File: config.mk
export PLATFORM = sky130hd
export DESIGN_NAME = dlsc_pcie_s6_outbound_cpl_flat
export DESIGN_NICKNAME = d
export VERILOG_FILES = /design/src/rtl/dlsc_pcie_s6_outbound_cpl_if.sv /design/src/rtl/dlsc_pcie_s6_outbound_cpl.sv /design/src/flat_wrapper.sv
export SDC_FILE = /design/constraint.sdc
export NUM_CORES = 1
export LEC_CHECK = 0
export CORE_MARGIN = 4
export CORE_UTILIZATION = 24
export DETAILED_ROUTE_END_ITERATION = 8
export GPL_TIMING_DRIVEN = 0
export PLACE_DENSITY = 0.47
export SLEW_MARGIN = 0
export SYNTH_ARGS = -nofsm -noshare
export SYNTH_HDL_FRONTEND = slang
export SYNTH_SLANG_ARGS = --single-unit
export TNS_END_PERCENT = 5
File: constraint.sdc
create_clock -name clk -period 4.2 [get_ports clk]
set_input_delay 0.84 -clock clk [delete_from_list [all_inputs] [get_ports clk]]
set_output_delay 0.84 -clock clk [all_outputs]
set_load 0.03 [all_outputs]
File: src/rtl/dlsc_pcie_s6_outbound_cpl_if.sv
`default_nettype none
// ============================================================================
// Module      : dlsc_pcie_s6_outbound_cpl_if
// Description : Signal bundle for the outbound completion parser: TLP input,
//               header/payload outputs, error pulses and local ID.
// Revision    : 1.0 - initial release
// ============================================================================
interface dlsc_pcie_s6_outbound_cpl_if #(
    parameter int TAG = 5
);
    logic            rx_ready;
    logic            rx_valid;
    logic [31:0]     rx_data;
    logic            rx_last;

    logic            cpl_h_ready;
    logic            cpl_h_valid;
    logic [TAG-1:0]  cpl_h_tag;
    logic [6:0]      cpl_h_addr;
    logic [9:0]      cpl_h_len;
    logic            cpl_h_data;
    logic [11:0]     cpl_h_bytes;
    logic            cpl_h_last;
    logic [1:0]      cpl_h_resp;

    logic            cpl_d_ready;
    logic            cpl_d_valid;
    logic [31:0]     cpl_d_data;
    logic            cpl_d_last;

    logic            err_unexpected;
    logic            err_malformed;

    logic [7:0]      bus_number;
    logic [4:0]      dev_number;
    logic [2:0]      func_number;

    // slave is the parser; master is whatever feeds TLPs and sinks its output
    modport slave (
        output rx_ready,
        input  rx_valid, rx_data, rx_last,
        input  cpl_h_ready,
        output cpl_h_valid, cpl_h_tag, cpl_h_addr, cpl_h_len, cpl_h_data,
        output cpl_h_bytes, cpl_h_last, cpl_h_resp,
        input  cpl_d_ready,
        output cpl_d_valid, cpl_d_data, cpl_d_last,
        output err_unexpected, err_malformed,
        input  bus_number, dev_number, func_number
    );

    modport master (
        input  rx_ready,
        output rx_valid, rx_data, rx_last,
        output cpl_h_ready,
        input  cpl_h_valid, cpl_h_tag, cpl_h_addr, cpl_h_len, cpl_h_data,
        input  cpl_h_bytes, cpl_h_last, cpl_h_resp,
        output cpl_d_ready,
        input  cpl_d_valid, cpl_d_data, cpl_d_last,
        input  err_unexpected, err_malformed,
        output bus_number, dev_number, func_number
    );
endinterface
`default_nettype wire

File: src/rtl/dlsc_pcie_s6_outbound_cpl.sv
`default_nettype none
// ============================================================================
// Module      : dlsc_pcie_s6_outbound_cpl
// Description : Parses 3DW completion TLPs into a header record and a payload
//               stream, dropping unexpected or malformed completions.
// Revision    : 1.0 - initial release
// ============================================================================
module dlsc_pcie_s6_outbound_cpl #(
    parameter int TAG = 5
) (
    input  wire                         clk,
    input  wire                         rst,
    dlsc_pcie_s6_outbound_cpl_if.slave  cpl_if
);

    typedef enum logic [2:0] {
        ST_H0   = 3'd0,
        ST_H1   = 3'd1,
        ST_H2   = 3'd2,
        ST_DATA = 3'd3,
        ST_DROP = 3'd4
    } state_t;

    state_t      state_q,          state_d;
    logic        has_data_q,       has_data_d;
    logic [9:0]  len_q,            len_d;
    logic        type_ok_q,        type_ok_d;
    logic [2:0]  status_q,         status_d;
    logic [11:0] bytes_q,          bytes_d;
    logic [10:0] dw_rem_q,         dw_rem_d;
    logic        err_unexpected_q, err_unexpected_d;
    logic        err_malformed_q,  err_malformed_d;

    logic        rx_ready_c;
    logic        h_valid_c;
    logic        d_valid_c;
    logic        d_last_c;
    logic [10:0] len_ext;
    logic [12:0] bytes_ext;
    logic [12:0] end_sum;
    logic        id_match;
    logic        dw_one;
    logic [1:0]  resp_c;

    // Zero length encodes 1024 DWs and zero byte count encodes 4096 bytes
    assign len_ext   = {(len_q == 10'd0), len_q};
    assign bytes_ext = {(bytes_q == 12'd0), bytes_q};
    assign end_sum   = {11'd0, cpl_if.rx_data[1:0]} + bytes_ext + 13'd3;
    assign dw_one    = (dw_rem_q == 11'd1);

    assign id_match = type_ok_q &&
                      (cpl_if.rx_data[31:16] == {cpl_if.bus_number, cpl_if.dev_number, cpl_if.func_number}) &&
                      ((cpl_if.rx_data[15:8] >> TAG) == 8'd0);

    always_comb begin
        case (status_q)
            3'b000:  resp_c = 2'b00;
            3'b001:  resp_c = 2'b11;
            default: resp_c = 2'b10;
        endcase
    end

    always_comb begin
        state_d          = state_q;
        has_data_d       = has_data_q;
        len_d            = len_q;
        type_ok_d        = type_ok_q;
        status_d         = status_q;
        bytes_d          = bytes_q;
        dw_rem_d         = dw_rem_q;
        err_unexpected_d = 1'b0;
        err_malformed_d  = 1'b0;
        rx_ready_c       = 1'b0;
        h_valid_c        = 1'b0;
        d_valid_c        = 1'b0;
        d_last_c         = 1'b0;

        case (state_q)
            ST_H0: begin
                rx_ready_c = 1'b1;
                if (cpl_if.rx_valid) begin
                    has_data_d = cpl_if.rx_data[30];
                    len_d      = cpl_if.rx_data[9:0];
                    type_ok_d  = !cpl_if.rx_data[29] && (cpl_if.rx_data[28:24] == 5'b01010);
                    if (cpl_if.rx_last) begin
                        err_malformed_d = 1'b1;
                    end else begin
                        state_d = ST_H1;
                    end
                end
            end
            ST_H1: begin
                rx_ready_c = 1'b1;
                if (cpl_if.rx_valid) begin
                    status_d = cpl_if.rx_data[15:13];
                    bytes_d  = cpl_if.rx_data[11:0];
                    if (cpl_if.rx_last) begin
                        err_malformed_d = 1'b1;
                        state_d         = ST_H0;
                    end else begin
                        state_d = ST_H2;
                    end
                end
            end
            ST_H2: begin
                if (id_match) begin
                    h_valid_c  = cpl_if.rx_valid;
                    rx_ready_c = cpl_if.cpl_h_ready;
                    if (cpl_if.rx_valid && cpl_if.cpl_h_ready) begin
                        dw_rem_d = len_ext;
                        if (has_data_q) begin
                            err_malformed_d = cpl_if.rx_last;
                            state_d         = cpl_if.rx_last ? ST_H0 : ST_DATA;
                        end else begin
                            err_malformed_d = !cpl_if.rx_last;
                            state_d         = cpl_if.rx_last ? ST_H0 : ST_DROP;
                        end
                    end
                end else begin
                    rx_ready_c = 1'b1;
                    if (cpl_if.rx_valid) begin
                        err_unexpected_d = 1'b1;
                        state_d          = cpl_if.rx_last ? ST_H0 : ST_DROP;
                    end
                end
            end
            ST_DATA: begin
                d_valid_c  = cpl_if.rx_valid;
                d_last_c   = cpl_if.rx_last || dw_one;
                rx_ready_c = cpl_if.cpl_d_ready;
                if (cpl_if.rx_valid && cpl_if.cpl_d_ready) begin
                    dw_rem_d = dw_rem_q - 11'd1;
                    if (d_last_c) begin
                        err_malformed_d = (cpl_if.rx_last != dw_one);
                        state_d         = cpl_if.rx_last ? ST_H0 : ST_DROP;
                    end
                end
            end
            ST_DROP: begin
                rx_ready_c = 1'b1;
                if (cpl_if.rx_valid && cpl_if.rx_last) begin
                    state_d = ST_H0;
                end
            end
            default: begin
                state_d = ST_H0;
            end
        endcase
    end

    always_ff @(posedge clk or posedge rst) begin
        if (rst) begin
            state_q          <= ST_H0;
            has_data_q       <= 1'b0;
            len_q            <= 10'd0;
            type_ok_q        <= 1'b0;
            status_q         <= 3'd0;
            bytes_q          <= 12'd0;
            dw_rem_q         <= 11'd0;
            err_unexpected_q <= 1'b0;
            err_malformed_q  <= 1'b0;
        end else begin
            state_q          <= state_d;
            has_data_q       <= has_data_d;
            len_q            <= len_d;
            type_ok_q        <= type_ok_d;
            status_q         <= status_d;
            bytes_q          <= bytes_d;
            dw_rem_q         <= dw_rem_d;
            err_unexpected_q <= err_unexpected_d;
            err_malformed_q  <= err_malformed_d;
        end
    end

    assign cpl_if.rx_ready       = rx_ready_c;
    assign cpl_if.cpl_h_valid    = h_valid_c;
    assign cpl_if.cpl_h_tag      = cpl_if.rx_data[TAG+7:8];
    assign cpl_if.cpl_h_addr     = cpl_if.rx_data[6:0];
    assign cpl_if.cpl_h_len      = has_data_q ? len_q : 10'd0;
    assign cpl_if.cpl_h_data     = has_data_q;
    assign cpl_if.cpl_h_bytes    = bytes_q;
    assign cpl_if.cpl_h_last     = has_data_q ? ((end_sum >> 2) == {2'b00, len_ext}) : 1'b1;
    assign cpl_if.cpl_h_resp     = resp_c;
    assign cpl_if.cpl_d_valid    = d_valid_c;
    assign cpl_if.cpl_d_data     = cpl_if.rx_data;
    assign cpl_if.cpl_d_last     = d_last_c;
    assign cpl_if.err_unexpected = err_unexpected_q;
    assign cpl_if.err_malformed  = err_malformed_q;

endmodule
`default_nettype wire

File: src/flat_wrapper.sv
// flat-port wrapper written by rule: the top's interface ports become plain ports
module dlsc_pcie_s6_outbound_cpl_flat 
#(
    parameter int TAG = 5
)
  (clk, rst, cpl_if_rx_ready, cpl_if_rx_valid, cpl_if_rx_data, cpl_if_rx_last, cpl_if_cpl_h_ready, cpl_if_cpl_h_valid, cpl_if_cpl_h_tag, cpl_if_cpl_h_addr, cpl_if_cpl_h_len, cpl_if_cpl_h_data, cpl_if_cpl_h_bytes, cpl_if_cpl_h_last, cpl_if_cpl_h_resp, cpl_if_cpl_d_ready, cpl_if_cpl_d_valid, cpl_if_cpl_d_data, cpl_if_cpl_d_last, cpl_if_err_unexpected, cpl_if_err_malformed, cpl_if_bus_number, cpl_if_dev_number, cpl_if_func_number);
  dlsc_pcie_s6_outbound_cpl_if #(.TAG(TAG)) cpl_if_i ();
  input  wire clk;
  input  wire rst;
  output wire logic [$bits(cpl_if_i.rx_ready)-1:0] cpl_if_rx_ready;
  input wire logic [$bits(cpl_if_i.rx_valid)-1:0] cpl_if_rx_valid;
  input wire logic [$bits(cpl_if_i.rx_data)-1:0] cpl_if_rx_data;
  input wire logic [$bits(cpl_if_i.rx_last)-1:0] cpl_if_rx_last;
  input wire logic [$bits(cpl_if_i.cpl_h_ready)-1:0] cpl_if_cpl_h_ready;
  output wire logic [$bits(cpl_if_i.cpl_h_valid)-1:0] cpl_if_cpl_h_valid;
  output wire logic [$bits(cpl_if_i.cpl_h_tag)-1:0] cpl_if_cpl_h_tag;
  output wire logic [$bits(cpl_if_i.cpl_h_addr)-1:0] cpl_if_cpl_h_addr;
  output wire logic [$bits(cpl_if_i.cpl_h_len)-1:0] cpl_if_cpl_h_len;
  output wire logic [$bits(cpl_if_i.cpl_h_data)-1:0] cpl_if_cpl_h_data;
  output wire logic [$bits(cpl_if_i.cpl_h_bytes)-1:0] cpl_if_cpl_h_bytes;
  output wire logic [$bits(cpl_if_i.cpl_h_last)-1:0] cpl_if_cpl_h_last;
  output wire logic [$bits(cpl_if_i.cpl_h_resp)-1:0] cpl_if_cpl_h_resp;
  input wire logic [$bits(cpl_if_i.cpl_d_ready)-1:0] cpl_if_cpl_d_ready;
  output wire logic [$bits(cpl_if_i.cpl_d_valid)-1:0] cpl_if_cpl_d_valid;
  output wire logic [$bits(cpl_if_i.cpl_d_data)-1:0] cpl_if_cpl_d_data;
  output wire logic [$bits(cpl_if_i.cpl_d_last)-1:0] cpl_if_cpl_d_last;
  output wire logic [$bits(cpl_if_i.err_unexpected)-1:0] cpl_if_err_unexpected;
  output wire logic [$bits(cpl_if_i.err_malformed)-1:0] cpl_if_err_malformed;
  input wire logic [$bits(cpl_if_i.bus_number)-1:0] cpl_if_bus_number;
  input wire logic [$bits(cpl_if_i.dev_number)-1:0] cpl_if_dev_number;
  input wire logic [$bits(cpl_if_i.func_number)-1:0] cpl_if_func_number;
  assign cpl_if_rx_ready = cpl_if_i.rx_ready;
  assign cpl_if_i.rx_valid = cpl_if_rx_valid;
  assign cpl_if_i.rx_data = cpl_if_rx_data;
  assign cpl_if_i.rx_last = cpl_if_rx_last;
  assign cpl_if_i.cpl_h_ready = cpl_if_cpl_h_ready;
  assign cpl_if_cpl_h_valid = cpl_if_i.cpl_h_valid;
  assign cpl_if_cpl_h_tag = cpl_if_i.cpl_h_tag;
  assign cpl_if_cpl_h_addr = cpl_if_i.cpl_h_addr;
  assign cpl_if_cpl_h_len = cpl_if_i.cpl_h_len;
  assign cpl_if_cpl_h_data = cpl_if_i.cpl_h_data;
  assign cpl_if_cpl_h_bytes = cpl_if_i.cpl_h_bytes;
  assign cpl_if_cpl_h_last = cpl_if_i.cpl_h_last;
  assign cpl_if_cpl_h_resp = cpl_if_i.cpl_h_resp;
  assign cpl_if_i.cpl_d_ready = cpl_if_cpl_d_ready;
  assign cpl_if_cpl_d_valid = cpl_if_i.cpl_d_valid;
  assign cpl_if_cpl_d_data = cpl_if_i.cpl_d_data;
  assign cpl_if_cpl_d_last = cpl_if_i.cpl_d_last;
  assign cpl_if_err_unexpected = cpl_if_i.err_unexpected;
  assign cpl_if_err_malformed = cpl_if_i.err_malformed;
  assign cpl_if_i.bus_number = cpl_if_bus_number;
  assign cpl_if_i.dev_number = cpl_if_dev_number;
  assign cpl_if_i.func_number = cpl_if_func_number;
  dlsc_pcie_s6_outbound_cpl #(.TAG(TAG)) u_core (.clk(clk), .rst(rst), .cpl_if(cpl_if_i));
endmodule
==> impl_metrics.tcl <==
set metrics [dict create \
    ant_nets 0 \
    insertion_delay_ns 0.29 \
    slew_headroom_pct 42.9 \
    timing.rr.end "u_core.state_q[1]$_DFFE_PP0P_" \
    setup_viol 0 \
    hold_violations 0 \
    antenna_cells 0 \
    path_clk_slew_ns 0.06 \
    synth_top_family_by_area "simple AND/OR/NAND/NOR gates" \
    final_max_slew_viol_count 0 \
    reg2reg_slack_ns 1.39 \
    avgSynthCellArea_um2 8.99 \
    synth-simple-area-share_pct 20.7 \
    rsz0062_at_grt "false" \
    nets 565 \
    crit_type "in2out" \
    yosys_most_used_dff "dfrtp_1" \
    cp_max_fo 5 \
    cts_tree "built" \
    cts_hold_buf 0 \
    place.gp.congestion 0.844 \
    startpoint "cpl_if_rx_data[1]" \
    cts_buffers 5 \
    drt_iter0_drc 171 \
    endpoint_kind "primary output" \
    syn_inst 365 \
    cap_violations 0 \
    synth_fa_ha_area_share_pct 3.28 \
    yosysTopAreaCell "dfrtp_1" \
    place_area_um2 4790 \
    cts_sinks 43 \
    multiInputGateArea_um2 1770 \
    drt_wl_total_mm 10.4 \
    seq_area_frac_synth_pct 32.8 \
    critical_path_arrival_ns 3.13 \
    yosys-top-cells-area "dfrtp_1, buf_4, mux2_2, xnor2_1, o21ai_0" \
    cellLeakagePower_uw 0.00200 \
    grt_usage_pct 13.1 \
    grt_max_degree 29 \
    final_area_um2 5010 \
    synth_compound_area_share_pct 12.4 \
    yosysUniqueCellTypes 49 \
    nFillCells 1358 \
    grt_pass1_vias 3335 \
    syn_area_um2 3280 \
    hp-class "reg2reg" \
    layout_commonest_cell "clkdlybuf4s50_1" \
    synth_top_area_share_pct 32.8 \
    synthesis.nets 427 \
    rows 42 \
    synth-edff-count 0 \
    dpl.hpwl_mm 8.20 \
    wire_per_inst_um 15.3 \
    worst_pin_slew_ns 0.854 \
    die-area_um2 15600 \
    drive_gt1_share_pct 20.0 \
    ys_ff_latch 43 \
    core_area_um2 13300 \
    start_util_pct 24.7 \
    vias 3158 \
    clk_path_buf_depth 2 \
    grt_pass1_wl_mm 16.9 \
    route.detailed.drc 0 \
    async_flop_share_pct 100 \
    synth.area.mux_share_pct 8.35 \
    ys_warn_count 0 \
    finalHoldWorstSlack_ns 0.513 \
    cp.required_ns 3.36 \
    firstDrtPassIters 4 \
    ctsRootBufferMaster "clkbuf_16" \
    synth_xor_area_share_pct 8.81 \
    gr-total-overflow 0 \
    area_growth_pct 52.7 \
    die_h_um 125 \
    outcome "complete, no violations" \
    max_freq_ghz 0.252 \
    die_x_um 125 \
    finClkSkew_ns 0.00909 \
    vias_per_cell 4.64 \
    ff_latch_area_um2 1080 \
    antenna_found_initial 0 \
    layout_common_cells "clkdlybuf4s50_1, buf_4, dfrtp_1, xnor2_1, nor2_1" \
    cp-endpoint "cpl_if_cpl_h_last" \
    finalCritPeriodShare_pct 94.6 \
    start_kind "input pin" \
    htree_levels 2 \
    io_buffers 127 \
    finalCriticalPeriod_ns 3.97 \
    vdd_drop_max_mv 0.167 \
    rr_worst_depth 8 \
    r2r_start "u_core.dw_rem_q[6]$_DFFE_PP0P_" \
    cellPowerDensity_nw_per_um2 619 \
    io_pins 130 \
]
## logic make-up after synthesis
family	after synthesis
XOR/XNOR	33
buffers and inverters	72
multiplexers	24
adder cells (fa/ha/maj)	8
AND/OR/NAND/NOR	122
AO/OA/AOI/OAI	63
flip-flops	43
## registers in the layout, summed over array words and instances, names as in the netlist
signal,count
u_core.len_q,10
u_core.type_ok_q,1
u_core.dw_rem_q,11
u_core.cpl_if.err_unexpected,1
u_core.state_q,3
u_core.cpl_if.cpl_h_bytes,12
u_core.cpl_if.cpl_h_data,1
u_core.cpl_if.err_malformed,1
u_core.status_q,3
## cells in the mapped netlist, types with 2 or more instances
cell type,number
o31ai_1,3
and3b_1,2
buf_4,46
nand4b_1,2
nor4b_1,2
inv_1,14
nand4_1,12
nand3_1,13
or2_2,2
xnor2_1,26
dfrtp_1,43
a2bb2oi_1,7
a21oi_1,15
ha_1,7
nor2_1,25
xor2_1,7
nand2_1,18
nor3b_1,2
o21ai_0,24
and3_1,2
and2_1,11
a31oi_1,2
a311oi_1,2
or3_1,3
clkbuf_1,8
nor3_1,11
buf_2,4
mux2_2,23
nor4_1,9
## metrics by stage
| stage | total power [µW] | setup WS [ns] | TNS, ns | std cells | util [%] |
|---|---|---|---|---|---|
| global placement | 2580 | -0.829 | -0.879 | 668 | 35.9 |
| detailed placement | 2590 | -0.860 | -0.900 | 669 | 36.0 |
| finish | 3100 | 0.226 | 0 | 680 | 37.7 |
| floorplan | 1950 | 0.302 | 0 | 365 | - |
| global route | 3320 | 0.0441 | 0 | 680 | 37.7 |
| CTS | 3110 | 0.0128 | 0 | 678 | 37.5 |
## report_power, final
part | switching (µW) | internal [µW]
logic | 894 | 816
clock network | 165 | 341
registers | 280 | 606
total | 1340 | 1760
## cell type report
type / count / area share [%]
plain buffers: 58 / 7.89
multi-input cells: 250 / 35.3
flip-flops and latches: 43 / 21.5
clock inverters: 2 / 1.20
inverters: 14 / 1.05
clock buffers: 6 / 2.57
well taps: 176 / 4.40
repair buffers: 131 / 26.1
## metal layers
layer | GRT usage, % | routed length [µm] | vias to the layer above
met2 | 22.1 | 4860 | 132
met3 | 4.67 | 930 | 10
met1 | 16.0 | 4450 | 1488
met4 | 3.25 | 137 | 0
met5 | 0 | 0 | -
li1 | - | - | 1528
## repair_timing
action,in CTS,in global routing
gates resized for setup,9,7
endpoints found under the setup margin,3,1
pin swaps,1,2
buffers inserted,1,2
## how the worst min path moves through the flow
stage | startpoint | to | slack, ns | cells past startpoint
6_report | u_core.dw_rem_q[9]$_DFFE_PP0P_ | u_core.dw_rem_q[9]$_DFFE_PP0P_ | 0.51 | 2
2_1_floorplan | u_core.dw_rem_q[9]$_DFFE_PP0P_ | u_core.dw_rem_q[9]$_DFFE_PP0P_ | 0.47 | 2
5_1_grt | u_core.dw_rem_q[9]$_DFFE_PP0P_ | u_core.dw_rem_q[9]$_DFFE_PP0P_ | 0.54 | 2
3_5_place_dp | u_core.dw_rem_q[9]$_DFFE_PP0P_ | u_core.dw_rem_q[9]$_DFFE_PP0P_ | 0.50 | 2
3_3_place_gp | u_core.dw_rem_q[9]$_DFFE_PP0P_ | u_core.dw_rem_q[9]$_DFFE_PP0P_ | 0.49 | 2
4_1_cts | u_core.dw_rem_q[9]$_DFFE_PP0P_ | u_core.dw_rem_q[9]$_DFFE_PP0P_ | 0.51 | 2
## critical path, stage by stage
cell and delay (ns):
buf_2 0.14, inv_1 0.06, ha_1 0.25, o21ba_2 0.26
fa_2 0.23, nand4_1 0.18, or3_4 0.39, o21ai_2 0.12
a21oi_1 0.07, o221a_2 0.27, a21oi_1 0.13, buf_4 0.19
No activity file was read; power rests on OpenSTA's default activity.
